<file path="src/rtl/fm_sb_playback_reader_if.sv">
// rtl/fm_sb_playback_reader_if.sv - memory read port and playback stream bundle for the playback reader
interface fm_sb_playback_reader_if #(
  parameter int AXI_DW = 32,
  parameter int TP_DW  = 51,
  parameter int ADDR_W = 10
);
  logic              mem_rd_en;
  logic [ADDR_W-1:0] mem_rd_addr;
  logic [AXI_DW-1:0] mem_rd_data;
  logic [TP_DW-1:0]  pb_data;
  logic              pb_vld;
  logic              pb_ready;

  modport master (
    output mem_rd_en, mem_rd_addr, pb_data, pb_vld,
    input  mem_rd_data, pb_ready
  );

  modport slave (
    input  mem_rd_en, mem_rd_addr, pb_data, pb_vld,
    output mem_rd_data, pb_ready
  );
endinterface

</file>
<file path="src/rtl/fm_sb_playback_reader.sv">
// rtl/fm_sb_playback_reader.sv - reads playback memory, reassembles SB_DW words, streams TP_DW payloads
// Optional feature macro: FM_PB_LOOP_CNT_EN adds pb_loop_cnt (completed loop passes, saturating).
module fm_sb_playback_reader #(
  parameter int AXI_DW = 32,
  parameter int SB_DW  = 64,
  parameter int TP_DW  = 51,
  parameter int ADDR_W = 10,
  parameter int RD_LAT = 2
) (
  input  logic                  clk,
  input  logic                  rst,
  input  logic [1:0]            pb_mode,
  input  logic                  pb_start,
  input  logic [ADDR_W-1:0]     pb_last_addr,
  fm_sb_playback_reader_if.master bus,
  output logic                  pb_busy,
  output logic                  pb_done,
  output logic                  pb_err_len,
  output logic [ADDR_W-1:0]     pb_word_cnt
`ifdef FM_PB_LOOP_CNT_EN
  ,
  output logic [15:0]           pb_loop_cnt
`endif
);

  localparam int R  = SB_DW / AXI_DW;
  localparam int CW = $clog2(R + 1);
  localparam logic [ADDR_W:0] R_A    = (ADDR_W + 1)'(R);
  localparam logic [CW-1:0]   R_LAST = CW'(R - 1);

  typedef enum logic [2:0] {IDLE, FETCH, WAIT, PRESENT, DONE, DRAIN} state_t;

  state_t            state, state_d;
  logic [ADDR_W:0]   addr, last;
  logic [CW-1:0]     fcnt, rcnt;
  logic [RD_LAT-1:0] vpipe;
  logic [TP_DW-1:0]  sb_buf;
  logic [ADDR_W:0]   len_w, addr_nxt;
  logic              run_mode, ret, collecting, accept, start_ok, len_ok, pass_end;
  logic              rd_en, vld;

  assign run_mode   = (pb_mode == 2'd1) || (pb_mode == 2'd2);
  assign ret        = vpipe[RD_LAT-1];
  assign collecting = (state == FETCH) || (state == WAIT);
  assign accept     = (state == PRESENT) && bus.pb_ready;
  assign start_ok   = ((state == IDLE) || (state == DONE)) && pb_start && run_mode;
  assign len_w      = {1'b0, pb_last_addr} + (ADDR_W + 1)'(1);
  assign len_ok     = (len_w % R_A) == '0;
  // Wider-than-address compare so L = 2^ADDR_W-1 ends cleanly instead of wrapping.
  assign addr_nxt   = addr + R_A;
  assign pass_end   = addr_nxt > last;

  // Next-state and output decode; modes 0/3 abort any active fetch/collect/present.
  always_comb begin
    state_d = state;
    rd_en   = 1'b0;
    vld     = 1'b0;
    case (state)
      IDLE: begin
        if (start_ok) state_d = len_ok ? FETCH : IDLE;
      end
      DONE: begin
        if (start_ok)       state_d = len_ok ? FETCH : IDLE;
        else if (!run_mode) state_d = IDLE;
      end
      FETCH: begin
        rd_en = 1'b1;
        if (!run_mode)            state_d = DRAIN;
        else if (fcnt == R_LAST)  state_d = WAIT;
      end
      WAIT: begin
        if (!run_mode)                    state_d = DRAIN;
        else if (ret && rcnt == R_LAST)   state_d = PRESENT;
      end
      PRESENT: begin
        vld = 1'b1;
        if (!run_mode)   state_d = DRAIN;
        else if (accept) state_d = (pass_end && pb_mode == 2'd1) ? DONE : FETCH;
      end
      DRAIN: begin
        if (vpipe == '0) state_d = IDLE;
      end
      default: state_d = IDLE;
    endcase
  end

  // State register.
  always_ff @(posedge clk or posedge rst) begin
    if (rst) state <= IDLE;
    else     state <= state_d;
  end

  // Address, read pipe, collect counters and run status.
  always_ff @(posedge clk or posedge rst) begin
    if (rst) begin
      addr        <= '0;
      last        <= '0;
      fcnt        <= '0;
      rcnt        <= '0;
      vpipe       <= '0;
      pb_err_len  <= 1'b0;
      pb_word_cnt <= '0;
    end else begin
      vpipe <= (vpipe << 1) | RD_LAT'(rd_en);
      fcnt  <= (state == FETCH) ? fcnt + CW'(1) : '0;
      if (!collecting) rcnt <= '0;
      else if (ret)    rcnt <= rcnt + CW'(1);
      if (start_ok) begin
        addr        <= '0;
        last        <= {1'b0, pb_last_addr};
        pb_err_len  <= !len_ok;
        pb_word_cnt <= '0;
      end else if (accept) begin
        addr        <= pass_end ? '0 : addr_nxt;
        pb_word_cnt <= pb_word_cnt + ADDR_W'(1);
      end
    end
  end

  // Returning words land little-endian by word; only payload bits are kept.
  always_ff @(posedge clk or posedge rst) begin
    if (rst) begin
      sb_buf <= '0;
    end else if (collecting && ret) begin
      for (int b = 0; b < TP_DW; b++) begin
        if (int'(rcnt) == b / AXI_DW) sb_buf[b] <= bus.mem_rd_data[b % AXI_DW];
      end
    end
  end

`ifdef FM_PB_LOOP_CNT_EN
  // Completed loop passes, counted on the wrap back to address 0.
  always_ff @(posedge clk or posedge rst) begin
    if (rst)                                                    pb_loop_cnt <= '0;
    else if (start_ok)                                          pb_loop_cnt <= '0;
    else if (accept && pass_end && pb_mode == 2'd2 && pb_loop_cnt != 16'hFFFF)
                                                                pb_loop_cnt <= pb_loop_cnt + 16'd1;
  end
`endif

  assign bus.mem_rd_en   = rd_en;
  assign bus.mem_rd_addr = rd_en ? addr[ADDR_W-1:0] + ADDR_W'(fcnt) : '0;
  assign bus.pb_vld      = vld;
  assign bus.pb_data     = vld ? sb_buf : '0;
  assign pb_busy         = (state != IDLE) && (state != DONE);
  assign pb_done         = (state == DONE);

endmodule

</file>
<file path="src/flat_wrapper.sv">
// flat-port wrapper written by rule: the top's interface ports become plain ports
module fm_sb_playback_reader_flat 
#(
  parameter int AXI_DW = 32,
  parameter int SB_DW  = 64,
  parameter int TP_DW  = 51,
  parameter int ADDR_W = 10,
  parameter int RD_LAT = 2
)
  (clk, rst, pb_mode, pb_start, pb_last_addr, pb_busy, pb_done, pb_err_len, pb_word_cnt, bus_mem_rd_en, bus_mem_rd_addr, bus_pb_data, bus_pb_vld, bus_mem_rd_data, bus_pb_ready);
  fm_sb_playback_reader_if #(.AXI_DW(AXI_DW), .TP_DW(TP_DW), .ADDR_W(ADDR_W)) bus_i ();
  input  logic clk;
  input  logic rst;
  input  logic [1:0] pb_mode;
  input  logic pb_start;
  input  logic [ADDR_W-1:0] pb_last_addr;
  output logic pb_busy;
  output logic pb_done;
  output logic pb_err_len;
  output logic [ADDR_W-1:0] pb_word_cnt;
  output wire logic [$bits(bus_i.mem_rd_en)-1:0] bus_mem_rd_en;
  output wire logic [$bits(bus_i.mem_rd_addr)-1:0] bus_mem_rd_addr;
  output wire logic [$bits(bus_i.pb_data)-1:0] bus_pb_data;
  output wire logic [$bits(bus_i.pb_vld)-1:0] bus_pb_vld;
  input wire logic [$bits(bus_i.mem_rd_data)-1:0] bus_mem_rd_data;
  input wire logic [$bits(bus_i.pb_ready)-1:0] bus_pb_ready;
  assign bus_mem_rd_en = bus_i.mem_rd_en;
  assign bus_mem_rd_addr = bus_i.mem_rd_addr;
  assign bus_pb_data = bus_i.pb_data;
  assign bus_pb_vld = bus_i.pb_vld;
  assign bus_i.mem_rd_data = bus_mem_rd_data;
  assign bus_i.pb_ready = bus_pb_ready;
  fm_sb_playback_reader #(.AXI_DW(AXI_DW), .SB_DW(SB_DW), .TP_DW(TP_DW), .ADDR_W(ADDR_W), .RD_LAT(RD_LAT)) u_core (.clk(clk), .rst(rst), .pb_mode(pb_mode), .pb_start(pb_start), .pb_last_addr(pb_last_addr), .bus(bus_i), .pb_busy(pb_busy), .pb_done(pb_done), .pb_err_len(pb_err_len), .pb_word_cnt(pb_word_cnt));
endmodule
</file>
<file path="config.mk">
export PLATFORM = sky130hd
export DESIGN_NAME = fm_sb_playback_reader_flat
export DESIGN_NICKNAME = d
export VERILOG_FILES = /design/src/rtl/fm_sb_playback_reader_if.sv /design/src/rtl/fm_sb_playback_reader.sv /design/src/flat_wrapper.sv
export SDC_FILE = /design/constraint.sdc
export NUM_CORES = 1
export LEC_CHECK = 0
export ABC_AREA = 1
export ABC_CLOCK_PERIOD_IN_PS = 2300
export BUFFER_PORTS_ARGS = -buffer_cell sky130_fd_sc_hd__buf_4
export CAP_MARGIN = 15
export CORE_MARGIN = 8
export CORE_UTILIZATION = 48
export CTS_CLUSTER_SIZE = 14
export DETAILED_ROUTE_END_ITERATION = 16
export PLACE_DENSITY = 0.82
export SLEW_MARGIN = 15
export SYNTH_ARGS = -nofsm -noshare
export SYNTH_HDL_FRONTEND = slang
export SYNTH_SLANG_ARGS = --single-unit
</file>
<file path="constraint.sdc">
create_clock -name clk -period 2.3 [get_ports clk]
set_input_delay 0.115 -clock clk [delete_from_list [all_inputs] [get_ports clk]]
set_output_delay 0.115 -clock clk [all_outputs]
set_load 0.005 [all_outputs]
</file>
==> results.md <==
CTS:
- The clock insertion delay at the later pin of the skew report is between 300 and 400 ps.
- TritonCTS built the clock tree.
- The H-tree was split into 3 levels.
- Clock tree synthesis selected as its root buffer the cell clkbuf_8.
- The clock transition at the register clock pins on the worst setup and hold paths after CTS is 100 ps.
- The longest clock path from root to sink contains 2 buffers.
- The number of clock sinks is slightly above 90.
- The CTS buffer count is 9.

Synth:
- The register area share after synthesis is 48.2%.
- The biggest area contributor in the post-synthesis netlist is dfrtp_1.
- The flip-flop cell with the highest count after synthesis is dfrtp_1.
- Synthesis inferred 91 register bits.
- By instance count, the leading cell after synthesis is inv_1.
- The post-synthesis instance total is approximately 600.
- Yosys mapped a number of flops with a built-in enable equal to 0.
- Counting distinct cell types in the post-synthesis netlist gives 33.
- During synthesis, Yosys emitted a total of 0 warnings.
- Yosys attributes the largest share of cell area to dfrtp_1, inv_1, nor2_1.
- In the synthesized netlist the async set-or-reset flop fraction comes to 100%.
- After synthesis, the largest area contributor takes up 48.2% of total cell area.
- In the synthesized netlist, the cells that appear most often are inv_1, nor2_1, dfrtp_1.
- The post-synthesis average cell area is 7.88 um^2.
- The net count of the mapped netlist is roughly 660.
- The synthesized area is 4720 um^2.

Power:
- The areal power density over the cells is 942 nW/um^2.
- The leakage power figure is 3.61 nW.
- The worst-case IR drop observed on VDD is around 0.53 mV.

Global route:
- The number of global-route vias before repair is 4,303.
- The sum of overflow across all layers after global routing is 0.
- The pin count of the biggest net entering global routing is 52.
- Global routing used 19.2% of the available tracks.
- The initial antenna violation count is 0.
- The first global-routing pass estimated roughly 20,000 um of wire.

Setup path:
- Counting buffers and inverters, the worst setup path is 16 cells deep.
- In this run the register-to-register setup slack is -130 ps.
- The path depth of the worst reg2reg path is 16.
- The worst setup path is of the register to register kind.
- STA classifies the critical path endpoint as a register.
- The startpoint class of the critical path is a register.
- The endpoint identified for the worst register-to-register timing path is u_core.addr[3]$_DFFE_PP0P_.
- The largest single stage delay on the critical path is 420 ps.
- The standard cell with the maximum stage delay on the critical path is dfrtp_1.
- For the worst setup path, the data required time is 2530 ps.
- The count of buffer and inverter cells on the critical path is 3.
- Of all nets on the critical path, the largest fanout is 4.
- The signal on the critical path passes through ha_2 > nand2_2 > nor2_4 > xor2_2 > inv_2 > ha_4 > nand4_1 > inv_1 > nand2_1 > nand2_1 > nand2_1 > nand2_2 > nand2_2 > buf_4 > nand3_1 > o21ai_0.
- The origin of the worst setup path is u_core.addr[1]$_DFFE_PP0P_.
- The origin of the critical flop-to-flop path is u_core.addr[1]$_DFFE_PP0P_.
- The family with the most delay on the worst path is simple AND/OR/NAND/NOR gates.
- For the worst setup path, the data arrival time is 2660 ps.

Worst hold path:
- The path type of the worst min-delay path is input port to register.
- Along the worst hold path, the cell count comes to 3.
- The hold path endpoint is u_core.sb_buf[31]$_DFFE_PP0P_.
- The launch point of the worst hold path is bus_mem_rd_data[31].

Layout:
- The fraction of layout instances using a drive strength above 1 is between 30% and 40%.
- The area growth from synthesis to layout is 37.9%.
- Summing all multi-input logic gate instances after layout gives 2050 um^2.
- The final net count is 827.
- Fill cells in the final layout number 777.
- The sequential cells in the finished layout cover a total of 2280 um^2.
- The diode insertion count for antenna repair is 0.

STA:
- The transition time at the pin with the least slew margin is 536 ps.
- The clock tree skew after final layout is 16.1 ps.
- The fmax is a little over 400 MHz.
- The final critical delay including setup and external delays is 2430 ps.
- The count of endpoints failing setup in the final report is 11.
- The summed negative setup slack over all endpoints is -1020 ps.
- Setup repair after global routing could not meet its margin everywhere.
- The total count of hold-check failures in the final report is 0.
- The portion of the clock cycle consumed by the worst path in the final layout is 106%.
- The worst setup margin is -130 ps.
- Final hold analysis gives a worst-case slack of a little over 20 ps.
- The max-slew violation count is 0.
- The worst relative slew slack is between 60 and 70%.

Floorplan:
- The placeable core region is approximately 9700 um^2.
- The die covers 13,300 um^2.
- The top-level port count is 124.
- The starting density of the core is roughly half.
- In this run the core area contains 36 standard-cell rows.
- The die is 115 um tall.
- Measured along the x axis, the die boundary spans roughly 120 um.

Routing:
- The per-cell routed wire length is 14.0 um.
- The via density per instance is 4.74.
- The count of unresolved DRC violations after routing is 0.
- The count of vias placed by the detailed router is 4,269.
- The final layout contains routed wiring with a total length of 12,700 um.
- The number of search-and-repair iterations in the first detailed-routing pass is 4.
- The starting DRC count in detailed routing is 282.
- Once detail routing completed, the nets flagged for antenna violations numbered 0.

Placement:
- During placement, the flow inserted port buffers numbering 123.
- Routability-driven placement finished with a final weighted congestion of around 0.92.
- The estimated wirelength of the detail-placed design is 9200 um.

Status:
- The flow ran to the end, but the final reports show violations.
- The checks that failed: setup timing.

Run:
- The reported max-cap violation count is 0.
layout by cell type (no fill, tap or decap), types with 3 or more instances in the layout:
cell type,synthesis,layout
nand2_2,13,19
nand4_1,3,3
o21ai_0,32,29
nand2_1,88,81
dfrtp_1,91,90
nand3_1,16,13
o22ai_1,3,3
o21ai_1,20,23
xor2_2,0,5
o21ai_2,10,10
nor2_1,97,94
clkbuf_8,0,9
inv_2,5,8
inv_1,120,116
buf_4,0,155
nand3_2,1,4
nor3_1,14,11
nor2_2,2,3
a21oi_1,29,29
dlygate4sd3_1,0,13
ha_1,16,12
nor2_4,1,3
ha_4,0,3
worst register-to-register path, stage by stage, from the launching register on:
cell and delay (ps):
dfrtp_1 420, ha_2 220, nand2_2 70, nor2_4 130, xor2_2 180, inv_2 70, ha_4 270, nand4_1 170
inv_1 120, nand2_1 70, nand2_1 80, nand2_1 60, nand2_2 90, nand2_2 100, buf_4 150, nand3_1 50
o21ai_0 80
stage by stage:
step / power, mW / worst slack, ps / std cells / instance area, um^2 / util, %
finish: 6.14 / -130 / 901 / 6510 / 67.2
global placement: 4.82 / -111 / 861 / 5920 / 61.1
floorplan: 4.07 / 68.9 / 599 / 4730 / -
detailed placement: 4.95 / -231 / 861 / 5920 / 61.1
global route: 6.66 / -311 / 901 / 6510 / 67.2
CTS: 6.13 / -24.0 / 896 / 6360 / 65.6
worst max path at each step:
stage,slack (ps),endpoint
after floorplan,70,u_core.addr[1]$_DFFE_PP0P_
after global placement,-110,u_core.addr[1]$_DFFE_PP0P_
after detailed placement,-230,u_core.addr[9]$_DFFE_PP0P_
after CTS,-20,u_core.state[2]$_DFFE_PP0P_
after global routing,-310,u_core.addr[3]$_DFFE_PP0P_
final,-130,u_core.addr[3]$_DFFE_PP0P_
per-layer routing:
| metal | vias up | share of wire, % | global-route usage (%) |
|---|---|---|---|
| li1 | 2164 | - | - |
| met1 | 1972 | 43 | 23.6 |
| met2 | 110 | 50 | 32.8 |
| met3 | 23 | 4.9 | 2.63 |
| met4 | 0 | 2.8 | 8.41 |
| met5 | - | 0 | 0 |
state kept, by name (all words and copies together), names as in the netlist:
signal,cells
u_core.addr,10
u_core.fcnt,2
u_core.last,10
u_core.pb_err_len,1
u_core.pb_word_cnt,10
u_core.rcnt,2
u_core.sb_buf,51
u_core.state,3
u_core.vpipe,2
layout make-up:
cell class,instances,area share (%)
multi-input combinational,365,31.5
clock inverter,7,1.13
tap,133,2.56
clock buffer,9,1.90
sequential,91,35.0
inverter,125,7.27
timing repair buffer,171,20.7
cell families after synthesis:
kind of cell	share of synthesized area [%]
flip-flops	48.2
adder cells (fa/ha/maj)	4.24
buffers and inverters	12.0
AO/OA/AOI/OAI	12.0
XOR/XNOR	1.30
AND/OR/NAND/NOR	22.2
repair_timing:
item,CTS,global route
resized for setup,16,23
hold buffers,13,0
pin swaps,14,10
endpoints found under the hold margin,33,0
setup buffers,6,5
setup endpoints to repair,12,15
report_power, final:
group,total [mW],internal [mW],switching [mW]
Sequential,2.50,2.18,0.317
Combinational,2.56,1.06,1.50
Clock,1.08,0.508,0.567
Note: power is estimated with default switching activity, not from simulation.
